<file path="src/rtl/clock_control.sv">
`default_nettype none
// ============================================================================
// Module   : clock_control
// Brief    : CPU clock generator with continuous/single-step modes and halt.
// Revision : 1.0
// ============================================================================
module clock_control #(
    parameter int DIV_WIDTH       = 24,
    parameter int DEBOUNCE_CYCLES = 16
) (
    input  logic                 sys_clk,
    input  logic                 rst_n,
    input  logic                 mode,
    input  logic                 button,
    input  logic                 hlt,
    input  logic [DIV_WIDTH-1:0] div,
    output logic                 cpu_clk,
    output logic                 cpu_tick,
    output logic                 halted,
    output logic [1:0]           state
);

    localparam int DB_W = $clog2(DEBOUNCE_CYCLES + 1);
    localparam logic [DB_W-1:0] c_db_last = DB_W'(DEBOUNCE_CYCLES - 1);

    typedef enum logic [1:0] {
        ST_LOW  = 2'b00,
        ST_HIGH = 2'b01,
        ST_HALT = 2'b10
    } state_t;

    state_t               state_q, state_d;
    logic [DIV_WIDTH-1:0] phase_q, phase_d;
    logic                 cpu_clk_q, cpu_clk_d;
    logic                 tick_q, tick_d;
    logic                 sync1_q, sync1_d;
    logic                 sync2_q, sync2_d;
    logic                 deb_q, deb_d;
    logic [DB_W-1:0]      db_cnt_q, db_cnt_d;
    logic                 step_req_q, step_req_d;
    logic                 w_rise_evt;

    // Button path: synchronizer, debouncer, rising-edge detector
    always_comb begin
        sync1_d  = button;
        sync2_d  = sync1_q;
        deb_d    = deb_q;
        db_cnt_d = '0;
        if (sync2_q != deb_q) begin
            if (db_cnt_q == c_db_last) begin
                deb_d = sync2_q;
            end else begin
                db_cnt_d = db_cnt_q + DB_W'(1);
            end
        end
        step_req_d = deb_d & ~deb_q;
    end

    // In manual mode only a press can raise the clock; in continuous mode
    // only the phase counter can, so stray presses are simply dropped.
    assign w_rise_evt = mode ? step_req_q : (phase_q >= div);

    always_comb begin
        state_d   = state_q;
        phase_d   = phase_q;
        cpu_clk_d = cpu_clk_q;
        tick_d    = 1'b0;
        case (state_q)
            ST_LOW: begin
                cpu_clk_d = 1'b0;
                if (w_rise_evt) begin
                    phase_d = '0;
                    if (hlt) begin
                        state_d = ST_HALT;
                    end else begin
                        state_d   = ST_HIGH;
                        cpu_clk_d = 1'b1;
                        tick_d    = 1'b1;
                    end
                end else begin
                    phase_d = mode ? '0 : phase_q + DIV_WIDTH'(1);
                end
            end
            ST_HIGH: begin
                cpu_clk_d = 1'b1;
                if (phase_q >= div) begin
                    state_d   = ST_LOW;
                    cpu_clk_d = 1'b0;
                    phase_d   = '0;
                end else begin
                    phase_d = phase_q + DIV_WIDTH'(1);
                end
            end
            ST_HALT: begin
                cpu_clk_d = 1'b0;
                phase_d   = '0;
            end
            default: begin
                state_d   = ST_LOW;
                cpu_clk_d = 1'b0;
                phase_d   = '0;
            end
        endcase
    end

    always_ff @(posedge sys_clk or negedge rst_n) begin
        if (!rst_n) begin
            state_q    <= ST_LOW;
            phase_q    <= '0;
            cpu_clk_q  <= 1'b0;
            tick_q     <= 1'b0;
            sync1_q    <= 1'b0;
            sync2_q    <= 1'b0;
            deb_q      <= 1'b0;
            db_cnt_q   <= '0;
            step_req_q <= 1'b0;
        end else begin
            state_q    <= state_d;
            phase_q    <= phase_d;
            cpu_clk_q  <= cpu_clk_d;
            tick_q     <= tick_d;
            sync1_q    <= sync1_d;
            sync2_q    <= sync2_d;
            deb_q      <= deb_d;
            db_cnt_q   <= db_cnt_d;
            step_req_q <= step_req_d;
        end
    end

    assign cpu_clk  = cpu_clk_q;
    assign cpu_tick = tick_q;
    assign halted   = (state_q == ST_HALT);
    assign state    = state_q;

endmodule
`default_nettype wire
</file>
<file path="config.mk">
export PLATFORM = sky130hd
export DESIGN_NAME = clock_control
export DESIGN_NICKNAME = d
export VERILOG_FILES = /design/src/rtl/clock_control.sv
export SDC_FILE = /design/constraint.sdc
export NUM_CORES = 1
export LEC_CHECK = 0
export CELL_PAD_IN_SITES_DETAIL_PLACEMENT = 1
export CELL_PAD_IN_SITES_GLOBAL_PLACEMENT = 2
export CORE_MARGIN = 1
export CORE_UTILIZATION = 36
export CTS_CLUSTER_SIZE = 12
export DETAILED_ROUTE_END_ITERATION = 7
export PLACE_DENSITY = 0.95
export SETUP_SLACK_MARGIN = 0.1
export SLEW_MARGIN = 20
export SYNTH_ARGS = -nofsm -noshare
export SYNTH_HDL_FRONTEND = slang
export SYNTH_SLANG_ARGS = --single-unit
</file>
<file path="constraint.sdc">
create_clock -name sys_clk -period 4.27 [get_ports sys_clk]
set_clock_uncertainty 0.2 [all_clocks]
set_input_delay 0.427 -clock sys_clk [delete_from_list [all_inputs] [get_ports sys_clk]]
set_output_delay 0.427 -clock sys_clk [all_outputs]
set_load 0.01 [all_outputs]
</file>
==> impl_metrics.env <==
export IMPL_powerDensity_mw_per_mm2=270
export IMPL_core_sq_mm=0.00603
export IMPL_required_ns=4.24
export IMPL_postRouteAntennaNets=0
export IMPL_drc=0
export IMPL_postCtsHoldBufs=0
export IMPL_hold_class="flop to flop"
export IMPL_outcome="completed"
export IMPL_setup_violations=0
export IMPL_start_util=0.380
export IMPL_fmax_mhz=366
export IMPL_fillers=718
export IMPL_clock_sinks=37
export IMPL_place_congestion=0.736
export IMPL_path_max_fanout=4
export IMPL_synth_area_top_cells="dfrtp_1 40%, ha_1 14%, nor2_1 5.9%"
export IMPL_relSlewSlack=0.567
export IMPL_synth_area_per_cell_sq_um=9.42
export IMPL_die_x_um=81.8
export IMPL_cts_buffer_depth=2
export IMPL_hold_path_end="sync2_q"
export IMPL_leakage_nw=1.29
export IMPL_synth_top_area_share=0.404
export IMPL_hold_viol=0
export IMPL_p_total_mw=0.761
export IMPL_setup_worst_path_class="input port to flop"
export IMPL_yosysSeqAreaShare=0.404
export IMPL_n_antenna_cell=0
export IMPL_grt_start_max_net_pins=38
export IMPL_worstPathArrival_ns=2.70
export IMPL_grt_pass1_vias=1842
export IMPL_synth_ff_type="dfrtp_1"
export IMPL_hpwlAfterDp_mm=3.78
export IMPL_hold_ws_ns=0.170
export IMPL_avgRoutedWirePerCell_um=13.7
export IMPL_cts_reportedPaths_clkPinSlew_ns=0.07
export IMPL_timing_final_max_slew_violations=0
export IMPL_synth_cells=243
export IMPL_min_period_ns=2.73
export IMPL_drive_gt1_frac=0.0636
export IMPL_holdPathStages=0
export IMPL_ioPinCount=34
export IMPL_drt_iter0_drc=57
export IMPL_ys_warn_count=0
export IMPL_design_area_sq_mm=0.00282
export IMPL_synthToLayoutAreaGrowth_pct=23.0
export IMPL_cts_resized_gates=0
export IMPL_tightestPinTransition_ns=0.643
export IMPL_ys_seq_elements=37
export IMPL_grt_setup_unrepaired="false"
export IMPL_routed_wl_mm=4.89
export IMPL_mappedNetlistNets=298
export IMPL_grt_use_total=0.164
export IMPL_root_buffer="clkbuf_8"
export IMPL_endpoint_kind="flop"
export IMPL_htreeDepth=2
export IMPL_fin_crit_sh=0.639
export IMPL_avgViaCountPerCell=5.11
export IMPL_worstReg2RegEnd="state[1]"
export IMPL_portBuffers=33
export IMPL_postPlaceCellArea_sq_mm=0.00270
export IMPL_final_nets=337
export IMPL_worst_ir_drop_vdd_mv=0.188
export IMPL_cts_tree="built"
export IMPL_r2r_worst_path_cells=6
export IMPL_die_y_um=81.8
export IMPL_synthArstFlopShare=1.00
export IMPL_clk_latency_ns=0.29
export IMPL_setup_tns_ns=0
export IMPL_grt_pass1_wl_mm=8.31
export IMPL_synth_top_area_cell="dfrtp_1"
export IMPL_antenna_found_initial=0
export IMPL_cts_made_buffers=5
export IMPL_cp_start_kind="input port"
export IMPL_dieArea_sq_mm=0.00668
export IMPL_synth_cell_types=42
export IMPL_grt_remaining_overflow=0
export IMPL_vias=1828
export IMPL_rows=28
export IMPL_maxCapViolCount=0
export IMPL_hp_start="sync1_q"
export IMPL_cts_setup_buffers=0
export IMPL_first_pass_iters=4
export IMPL_synth_edf_count=0
export IMPL_r2r_start="phase_q[19]"
export IMPL_r2r_slack_ns=1.74
export IMPL_syn_area_sq_mm=0.00229
## routing by layer
metal,track usage,routed length [um],up-vias
li1,-,-,905
met1,0.219,2400,890
met2,0.269,2300,25
met3,0.0311,146,8
met4,0.0456,47,0
met5,0,0,-
## state kept, by name (all words and copies together), names as in the netlist
signal,cells
cpu_clk,1
phase_q,24
step_req_q,1
cpu_tick,1
sync1_q,1
state,2
db_cnt_q,5
sync2_q,1
deb_q,1
## power by group
| part | internal [mW] | total, mW | switching [mW] |
|---|---|---|---|
| Combinational | 0.0458 | 0.0860 | 0.0402 |
| Clock | 0.190 | 0.311 | 0.121 |
| Sequential | 0.357 | 0.364 | 0.00713 |
## synth_stat cells (2+ instances only)
cell	instances
and3_1	2
o21a_1	3
xnor2_1	13
nand3_1	8
ha_1	26
nor3_1	3
nor3b_1	2
o21ai_0	4
nor2_1	36
inv_1	31
nor4_1	2
dfrtp_1	37
nor2b_1	2
nand2_1	17
a21oi_1	11
nand4_1	10
xor2_1	11
## final cells by class
class | instances | area [sq um] | share of cell area
multi-input cells | 172 | 1220 | 0.432
flip-flops and latches | 37 | 926 | 0.329
repair buffers | 35 | 345 | 0.123
inverters | 31 | 116 | 0.0413
well taps | 75 | 93.8 | 0.0333
clock buffers | 7 | 86.3 | 0.0307
clock inverters | 1 | 30.0 | 0.0107
## through the flow
step                      worst slack [ns]  std cells   util
final                                 1.54        358  0.467
after global routing                  1.35        358  0.467
after CTS                             1.50        358  0.467
after detailed placement              1.30        350  0.448
after global placement                1.37        350  0.448
after floorplan                       1.97        243      -
## worst max-delay path by stage
stage | startpoint | end | slack [ns] | cells past startpoint
3_5_place_dp | div[23] | state[1] | 1.30 | 8
6_report | div[23] | state[1] | 1.54 | 8
5_1_grt | div[23] | state[1] | 1.35 | 8
2_1_floorplan | div[23] | phase_q[11] | 1.97 | 8
3_3_place_gp | div[23] | phase_q[22] | 1.37 | 9
4_1_cts | div[23] | state[1] | 1.50 | 8
## layout by cell type, fill, tap and decap left out, drive strengths merged, types with 11 or more instances in the layout
cell / count
clkdlybuf4s50: 33
dfrtp: 37
nor2: 37
xor2: 11
nand2: 17
xnor2: 13
ha: 26
nand4: 11
inv: 31
a21oi: 11
## worst max-delay path, stage by stage
cell             delay [ns]
clkdlybuf4s50_1        0.45
inv_1                  0.04
ha_1                   0.31
nand4_1                0.17
nor4_1                 0.40
nand4_1                0.22
o2111a_1               0.33
o41ai_1                0.36
## cell families (layout without fill, tap and decap cells)
kind of cell	count (synthesis)	in the layout	share of synthesized area
adders and majority gates	26	26	0.142
xor gates and xnor gates	24	24	0.0918
and+or+nand+nor	93	93	0.208
muxes	1	1	0.00492
buffers and inverters	34	74	0.0639
AOI/OAI and AO/OA	28	28	0.0852
DFF	37	37	0.404
Note: power is estimated with default switching activity, not from simulation.
